## src/rtl/phy_rx_pkg.sv

```systemverilog
// Shared constants and link-width legalisation for the lane deskew receive path.
package phy_rx_pkg;

  localparam int BYTE_W     = 8;
  localparam int LANE_IDX_W = 8;

  // Widths of zero, non-powers of two, or wider than the PHY fall back to x1.
  function automatic logic [LANE_IDX_W-1:0] legal_width(input logic [LANE_IDX_W-1:0] req,
                                                        input int num_lanes);
    logic [LANE_IDX_W-1:0] w;
    w = req;
    if ((req == '0) || ((req & (req - LANE_IDX_W'(1))) != '0) || (int'(req) > num_lanes)) begin
      w = LANE_IDX_W'(1);
    end
    return w;
  endfunction

endpackage

```

## src/rtl/phy_rx_lane_fifo.sv

```systemverilog
// Single-clock byte FIFO for one lane; data visible the cycle after the push.
// A full FIFO accepts a push only when it pops in the same cycle.
module phy_rx_lane_fifo
  import phy_rx_pkg::*;
#(
  parameter int DEPTH = 4
) (
  input  logic              clk_f,
  input  logic              reset,
  input  logic              push_i,
  input  logic [BYTE_W-1:0] din_i,
  input  logic              pop_i,
  output logic [BYTE_W-1:0] dout_o,
  output logic              full_o,
  output logic              empty_o
);

  localparam int AW = $clog2(DEPTH);

  logic [AW:0]       wr_q, wr_d, rd_q, rd_d;
  logic [BYTE_W-1:0] mem_q [DEPTH];
  logic              do_push, do_pop;

  always_comb begin
    empty_o = (wr_q == rd_q);
    full_o  = (wr_q[AW] != rd_q[AW]) && (wr_q[AW-1:0] == rd_q[AW-1:0]);
    do_pop  = pop_i && !empty_o;
    do_push = push_i && (!full_o || do_pop);
    wr_d    = do_push ? wr_q + (AW+1)'(1) : wr_q;
    rd_d    = do_pop  ? rd_q + (AW+1)'(1) : rd_q;
    dout_o  = mem_q[rd_q[AW-1:0]];
  end

  always_ff @(posedge clk_f) begin
    if (reset) begin
      wr_q <= '0;
      rd_q <= '0;
    end else begin
      wr_q <= wr_d;
      rd_q <= rd_d;
    end
  end

  always_ff @(posedge clk_f) begin
    if (!reset && do_push) begin
      mem_q[wr_q[AW-1:0]] <= din_i;
    end
  end

endmodule

```

## src/rtl/phy_rx_lane_deskew.sv

```systemverilog
// Deskews, unstripes and packs active lanes into OUT_BYTES words; one cycle from FIFO write to word.
// A blocked output register stalls column pops, so lane FIFOs fill and then flag overflow.
module phy_rx_lane_deskew
  import phy_rx_pkg::*;
#(
  parameter int NUM_LANES  = 4,
  parameter int OUT_BYTES  = 4,
  parameter int FIFO_DEPTH = 4
) (
  input  logic                            clk_f,
  input  logic                            reset,
  input  logic [$clog2(NUM_LANES):0]      active_lanes,
  input  logic [BYTE_W*NUM_LANES-1:0]     data_in,
  input  logic [NUM_LANES-1:0]            valid_in,
  input  logic                            ready_in,
  output logic [BYTE_W*OUT_BYTES-1:0]     data_out,
  output logic                            valid_out,
  output logic [NUM_LANES-1:0]            overflow
);

  localparam int CNT_W = $clog2(OUT_BYTES + 1);

  logic [LANE_IDX_W-1:0]         w_q;
  logic [CNT_W-1:0]              cnt_q, cnt_d;
  logic [BYTE_W*OUT_BYTES-1:0]   asm_q, asm_d, data_q, data_d, word_nxt;
  logic                          valid_q, valid_d;
  logic [NUM_LANES-1:0]          ovf_q, ovf_d;

  logic [NUM_LANES-1:0]          lane_act, lane_push, lane_pop, fifo_full, fifo_empty;
  logic [BYTE_W-1:0]             fifo_dout [NUM_LANES];
  logic                          col_rdy, completes, can_adv, col_pop;

  for (genvar g = 0; g < NUM_LANES; g++) begin : g_lane
    phy_rx_lane_fifo #(.DEPTH(FIFO_DEPTH)) u_fifo (
      .clk_f   (clk_f),
      .reset   (reset),
      .push_i  (lane_push[g]),
      .din_i   (data_in[BYTE_W*g +: BYTE_W]),
      .pop_i   (lane_pop[g]),
      .dout_o  (fifo_dout[g]),
      .full_o  (fifo_full[g]),
      .empty_o (fifo_empty[g])
    );
  end

  always_comb begin
    col_rdy = 1'b1;
    for (int i = 0; i < NUM_LANES; i++) begin
      lane_act[i] = (int'(w_q) > i);
      if (lane_act[i] && fifo_empty[i]) col_rdy = 1'b0;
    end

    completes = ((int'(cnt_q) + int'(w_q)) == OUT_BYTES);
    can_adv   = !completes || !valid_q || ready_in;
    col_pop   = col_rdy && can_adv;

    lane_pop  = {NUM_LANES{col_pop}} & lane_act;
    lane_push = valid_in & lane_act;

    // Lane j of the column lands at byte position cnt_q + j of the word being built.
    word_nxt = asm_q;
    for (int b = 0; b < OUT_BYTES; b++) begin
      for (int j = 0; j < NUM_LANES; j++) begin
        if (lane_act[j] && ((int'(cnt_q) + j) == b)) begin
          word_nxt[BYTE_W*b +: BYTE_W] = fifo_dout[j];
        end
      end
    end

    cnt_d   = cnt_q;
    asm_d   = asm_q;
    data_d  = data_q;
    valid_d = valid_q;
    ovf_d   = ovf_q | (lane_push & fifo_full & ~lane_pop);

    if (valid_q && ready_in) valid_d = 1'b0;

    if (col_pop) begin
      if (completes) begin
        data_d  = word_nxt;
        valid_d = 1'b1;
        cnt_d   = '0;
      end else begin
        asm_d = word_nxt;
        cnt_d = CNT_W'(int'(cnt_q) + int'(w_q));
      end
    end
  end

  always_ff @(posedge clk_f) begin
    if (reset) begin
      w_q     <= legal_width(LANE_IDX_W'(active_lanes), NUM_LANES);
      cnt_q   <= '0;
      asm_q   <= '0;
      data_q  <= '0;
      valid_q <= 1'b0;
      ovf_q   <= '0;
    end else begin
      cnt_q   <= cnt_d;
      asm_q   <= asm_d;
      data_q  <= data_d;
      valid_q <= valid_d;
      ovf_q   <= ovf_d;
    end
  end

  assign data_out  = data_q;
  assign valid_out = valid_q;
  assign overflow  = ovf_q;

endmodule
```

## config.mk

```make
export PLATFORM = sky130hd
export DESIGN_NAME = phy_rx_lane_deskew
export DESIGN_NICKNAME = d
export VERILOG_FILES = /design/src/rtl/phy_rx_pkg.sv /design/src/rtl/phy_rx_lane_fifo.sv /design/src/rtl/phy_rx_lane_deskew.sv
export SDC_FILE = /design/constraint.sdc
export NUM_CORES = 1
export LEC_CHECK = 0
export ABC_AREA = 0
export CAP_MARGIN = 20
export CORE_ASPECT_RATIO = 1.25
export CORE_MARGIN = 1.5
export CORE_UTILIZATION = 45
export DETAILED_ROUTE_END_ITERATION = 10
export GPL_ROUTABILITY_DRIVEN = 0
export MAX_ROUTING_LAYER = met4
export PLACE_DENSITY = 0.69
export SYNTH_ARGS = -nofsm -noshare
export SYNTH_HDL_FRONTEND = slang
export SYNTH_HIERARCHICAL = 1
export SYNTH_SLANG_ARGS = --single-unit
export TNS_END_PERCENT = 5
```

## constraint.sdc

```tcl
create_clock -name clk_f -period 4.7 [get_ports clk_f]
set_clock_uncertainty 0.15 [all_clocks]
set_input_delay 0.47 -clock clk_f [delete_from_list [all_inputs] [get_ports clk_f]]
set_output_delay 0.47 -clock clk_f [all_outputs]
set_load 0.01 [all_outputs]
```

==> results of run 1 <==
[where the power goes]
group	switching, uW	internal [uW]
logic	458	308
registers	74.5	2270
clock network	764	1060
total	1300	3640
[worst min-delay path, stage by stage, from the launching register on]
cell and delay, ns:
dfxtp_1 0.31, inv_1 0.05, a21oi_1 0.05
[registers in the layout (all words and copies together) (netlist names), 3 cells and up, named ones only]
register and count:
overflow 4, data_out 32, cnt_q 3, g_lane.u_fifo/mem_q 128, g_lane.u_fifo/rd_q 12, g_lane.u_fifo/wr_q 12, asm_q 32, w_q 3
[worst paths after layout]
path / startpoint / endpoint / slack (ns) / cells after the start
worst max-delay path: w_q[0] / g_lane[1].u_fifo/mem_q[3][4] / 1.00 / 11
worst min-delay path: overflow[2] / overflow[2] / 0.30 / 2
worst max register to register: w_q[0] / g_lane[1].u_fifo/mem_q[3][4] / 1.00 / 11
worst min register to register: overflow[2] / overflow[2] / 0.30 / 2
[cell families after synthesis]
| group | synth area share |
|---|---|
| AND/OR/NAND/NOR | 0.136 |
| flip-flops | 0.548 |
| AO/OA/AOI/OAI | 0.121 |
| buffers and inverters | 0.0358 |
| multiplexers | 0.108 |
| adder cells (fa/ha/maj) | 0.0292 |
| XOR/XNOR | 0.0218 |
[stage by stage]
step / hold slack, ns / instances
2_1_floorplan: 0.296 / 901
3_3_place_gp: 0.292 / 1262
3_5_place_dp: 0.290 / 1262
4_1_cts: 0.308 / 1304
5_1_grt: 0.321 / 1305
6_report: 0.299 / 1305
[cells in the final DEF, fill, tap and decap left out, types with 8 or more instances in the layout]
| master | n |
|---|---|
| a211o_1 | 12 |
| a211oi_1 | 18 |
| a21o_1 | 8 |
| a21oi_1 | 26 |
| a221oi_1 | 8 |
| a311oi_1 | 38 |
| and2_1 | 9 |
| buf_4 | 17 |
| clkbuf_16 | 23 |
| clkdlybuf4s50_1 | 77 |
| dfxtp_1 | 104 |
| edfxtp_1 | 131 |
| ha_1 | 24 |
| inv_1 | 36 |
| mux2_1 | 12 |
| mux2_2 | 8 |
| mux2i_1 | 18 |
| mux4_2 | 32 |
| nand2_1 | 47 |
| nand2b_1 | 39 |
| nand3_1 | 24 |
| nor2_1 | 67 |
| nor2b_1 | 29 |
| nor3_1 | 22 |
| nor3b_1 | 11 |
| nor4_1 | 8 |
| o21ai_0 | 28 |
| xnor2_2 | 8 |
[per-layer routing]
layer | share of wire | vias up | routed length [um] | GRT usage
met1 | 0.45 | 3471 | 10500 | 0.263
met3 | 0.054 | 51 | 1280 | 0.0267
met2 | 0.47 | 223 | 11000 | 0.303
met5 | 0 | - | 0 | -
met4 | 0.031 | 0 | 724 | 0.0713
li1 | - | 3508 | - | -
[synth_stat cells, types with 6 or more instances]
| master | n |
|---|---|
| edfxtp_1 | 131 |
| dfxtp_1 | 104 |
| nor2_1 | 67 |
| nand2_1 | 47 |
| nand2b_1 | 39 |
| a311oi_1 | 38 |
| inv_1 | 36 |
| mux4_2 | 32 |
| clkbuf_1 | 29 |
| nor2b_1 | 29 |
| o21ai_0 | 28 |
| a21oi_1 | 26 |
| ha_1 | 24 |
| nand3_1 | 24 |
| nor3_1 | 22 |
| a211oi_1 | 18 |
| mux2i_1 | 18 |
| buf_2 | 16 |
| a211o_1 | 12 |
| mux2_1 | 12 |
| nor3b_1 | 11 |
| and2_1 | 9 |
| buf_1 | 9 |
| a21o_1 | 8 |
| a221oi_1 | 8 |
| mux2_2 | 8 |
| nor4_1 | 8 |
| xnor2_2 | 8 |
| nand3b_1 | 6 |
[area by class of cell]
class / count / area share
timing repair buffer: 95 / 0.0724
tap: 325 / 0.0318
inverter: 36 / 0.0106
clock inverter: 17 / 0.0130
sequential: 235 / 0.470
clock buffer: 25 / 0.0456
multi-input combinational: 572 / 0.357
==> out/metrics.cfg, run 1 <==
[run_status]
status=finished clean

[die]
chipHeight_um=178
row_count=63
io_pins=79
start_util=0.461
core-area_um2=23800
die_w_um=143
die-area_um2=25300

[synth]
ys_ff_latch=235
synth_edf_count=131
synth_top_area_frac=0.359
ys_async_sr_fraction=0
synth_area_per_cell_um2=12.2
yosys.area.top_type=edfxtp_1
synthCells=901
ys_top_cells_by_area=edfxtp_1 (36%), dfxtp_1 (19%), mux4_2 (6.6%)
synth-seq-area-share=0.548
synth_warnings=6
syn_nets=968
syn_area_um2=11000
synthFlopType=edfxtp_1
synth_cell_types=61

[clock_network]
cts_made_buffers=23
clk_pin_slew_ns=0.06
clk_path_buf_depth=3
htree_levels=1
ctsHoldBuffers=0
tritoncts=yes
cts_num_sinks=235
ctsResizeCount=0
cts_setup_buffers=0
clock_latency_ns=0.51
cts_root_buffer=clkbuf_16

[power]
irDropWorstVdd_mv=0.246
power.total_uw=4940
power.leakage_uw=0.00433
p_per_area_nw_per_um2=386

[timing]
hold_viol_final=0
rsz0062_at_grt=false
layout_min_cycle_time_ns=3.70
fmax_mhz=270
period_share=0.787
slew_viol_final=0
tns_ns=0
setup_ws_ns=1.00
slew_headroom=0.235
setup_viol=0
tightest_slew_ns=1.14

[grt]
overflow=0
grt_pass1_wl_mm=37.6
antenna_found_initial=0
track_usage=0.195
grt_pass1_vias=6926
grt_max_degree=85

[setup_path]
crit_path_start_kind=flip-flop
slowest_stage=nor2_1
crit_type=flip-flop to flip-flop
cp.arrival_ns=3.69
cp.required_ns=4.69
cp-end-kind=flip-flop
cp_cell_sequence=ha_1 -> fa_1 -> or3_1 -> a31o_2 -> nor3_1 -> buf_4 -> nand2b_1 -> nor2_1 -> inv_1 -> a41o_1 -> nor2_1
cp_max_fo=10
cpPeakStageDelay_ns=0.59
crit_top_cell=nor2_1
crit_buf_inv=2
cpLargestDelayFamily=simple AND/OR/NAND/NOR gates

[final_layout]
syn_to_final_growth_pct=16.6
drive_gt1_frac=0.130
nets=1030
fin_area_um2=12800
multi_input_area_um2=4560
fill_cells=2070
final-seq-area_um2=6020
antennaDiodeCount=0
utilization=0.537

[detailed_routing]
vias=7253
drc=0
viasPerCell=5.56
first_iter_violations=460
post_drt_wl_per_cell_um=18.0
drt-pass1-iter-count=5
wl_mm=23.5
postRouteAntennaNets=0

[hold_path]
holdCritPathClass=flip-flop to flip-flop

[place]
port_buffers=78
place_area_um2=12000
dp_hpwl_mm=16.8
dp_slack_ns=1.00

[flow_run]
drv_cap=0

Power figures use the tool's default switching activity.
==> run 2, diff against run 1 <==
==> constraint.sdc (replaced) <==
create_clock -name clk_f -period 3.6 [get_ports clk_f]
set_clock_uncertainty 0.15 [all_clocks]
set_input_delay 0.36 -clock clk_f [delete_from_list [all_inputs] [get_ports clk_f]]
set_output_delay 0.36 -clock clk_f [all_outputs]
set_load 0.01 [all_outputs]
==> out/metrics.cfg, run 2 (synthesized netlist as in run 1, its figures left out) <==
[place]
place_area_um2=12100  ; +0.98%
dp.cells=1276  ; +1.1%
port_buffers=78  ; unchanged
dp_hpwl_mm=17.0  ; +1.2%

[final_layout]
largest_register_ffs=128  ; unchanged
nets=1043  ; +1.3%
final-seq-area_um2=6020  ; unchanged
multi_input_area_um2=4560  ; about the same
stdcell_count=1317  ; +0.92%
syn_to_final_growth_pct=17.1
drive_gt1_frac=0.141  ; +0.0115
antennaDiodeCount=0  ; unchanged
fin_area_um2=12800  ; +0.36%
mostFrequentLayoutCells=edfxtp_1 (131), dfxtp_1 (104), clkdlybuf4s50_1 (77)
fill_cells=2035  ; -1.7%
layout_commonest_cell=edfxtp_1

[die]
chipHeight_um=178  ; unchanged
start_util=0.461  ; unchanged
core-area_um2=23800  ; unchanged
die_w_um=143  ; unchanged
die-area_um2=25300  ; unchanged
row_count=63  ; unchanged
io_pins=79  ; unchanged

[grt]
grt_max_degree=65  ; -24%
antenna_found_initial=0  ; unchanged
grt_pass1_wl_mm=37.7  ; +0.24%
track_usage=0.197  ; +0.00168
grt_pass1_vias=6942  ; +0.23%
overflow=0  ; unchanged

[timing]
layout_min_cycle_time_ns=3.40  ; -0.303 ns
period_share=0.943  ; +0.156
slew_headroom=0.352  ; +0.118
fmax_mhz=294  ; +8.9%
setup_viol=0  ; unchanged
tightest_slew_ns=0.969  ; -0.170 ns
hold_viol_final=0  ; unchanged
rsz0062_at_grt=false
whs_ns=0.125  ; -0.174 ns
slew_viol_final=0  ; unchanged
tns_ns=0  ; unchanged

[setup_path]
cp.required_ns=3.66  ; -1.03 ns
crit_type=flip-flop to flip-flop
cp-end-kind=flip-flop
crit_path_start_kind=flip-flop
cp_max_fo=8  ; -2
cp.arrival_ns=3.46  ; -0.23 ns

[clock_network]
clk_pin_slew_ns=0.06  ; about the same
cts_made_buffers=23  ; unchanged
htree_levels=1  ; unchanged
cts_num_sinks=235  ; unchanged
cts_setup_buffers=0  ; unchanged
clk_path_buf_depth=3  ; unchanged
tritoncts=yes
clock_latency_ns=0.51  ; about the same
cts_root_buffer=clkbuf_16

[power]
power.leakage_uw=0.00438  ; +1.1%
p_per_area_nw_per_um2=490  ; +27%
irDropWorstVdd_mv=0.282  ; +15%
power.total_uw=6290  ; +27%

[detailed_routing]
postRouteAntennaNets=0  ; unchanged
viasPerCell=5.58  ; +0.48%
post_drt_wl_per_cell_um=18.0  ; -0.13%
drc=0  ; unchanged
vias=7355  ; +1.4%
first_iter_violations=606  ; +32%
drt-pass1-iter-count=5  ; unchanged
wl_mm=23.7  ; +0.79%

[hold_path]
holdCritPathClass=input pin to flip-flop

[flow_run]
drv_cap=0  ; unchanged

[run_status]
status=finished clean

==> run 2: cell count changes in the layout (fill, tap and decap cells not counted), moves of 2 or more <==
cell / delta
buf_4: +13
bufinv_16: -3
clkbuf_8: +2
clkinv_1: -2
==> run 2: report_power, final <==
part	internal (uW)	switching [uW]
combinational	408	605
sequential	2960	88.5
clock	1260	964
total	4630	1660
==> run 2: layout make-up <==
class,count,share of cell area
clock inverter,11,0.00438
inverter,36,0.0105
timing repair buffer,108,0.0791
tap,325,0.0317
sequential,235,0.468
clock buffer,30,0.0504
multi-input combinational,572,0.355
==> run 2: metrics by stage <==
step                setup WS [ns]  utilization
finish                      0.204        0.539
global route               0.0122        0.539
CTS                         0.194        0.539
detailed placement          0.214        0.510
global placement            0.272        0.510
floorplan                  0.0889            -
==> run 2: worst paths after layout <==
check                    from  slack [ns]                      endpoint  depth (start not counted)
hold / removal          reset        0.13                   overflow[2]                          2
setup reg to reg       w_q[0]        0.20  g_lane[2].u_fifo/mem_q[2][5]                         10
setup / recovery       w_q[0]        0.20  g_lane[2].u_fifo/mem_q[2][5]                         10
hold reg to reg   overflow[0]        0.30                   overflow[0]                          2
==> run 2: metal layers <==
layer	share of wire	wire, um	track usage
met5	0	0	-
met4	0.033	781	0.0747
met3	0.056	1320	0.0237
met2	0.47	11100	0.306
met1	0.44	10500	0.266
==> run 2: timing repair <==
action / 4_1_cts / 5_1_grt
setup endpoints to repair: 0 / 5
resized for setup: 0 / 1
hold buffers: 0 / 0
==> run 2: worst max-delay path, stage by stage, from the launching register on <==
cell	delay (ns)
edfxtp_1	0.39
ha_1	0.24
fa_1	0.45
or3_1	0.35
a31o_2	0.25
nor3_1	0.25
nand2b_1	0.22
nor2_1	0.10
inv_1	0.18
a41oi_1	0.18
and2_1	0.34
==> run 3, diff against run 2 <==
--- a/config.mk
+++ b/config.mk
@@ -11,7 +11,6 @@
 export CORE_MARGIN = 1.5
 export CORE_UTILIZATION = 45
 export DETAILED_ROUTE_END_ITERATION = 10
-export GPL_ROUTABILITY_DRIVEN = 0
 export MAX_ROUTING_LAYER = met4
 export PLACE_DENSITY = 0.69
 export SYNTH_ARGS = -nofsm -noshare
==> results of run 3 <==
The final DEF is identical to that of run 2; final timing and power are the same.
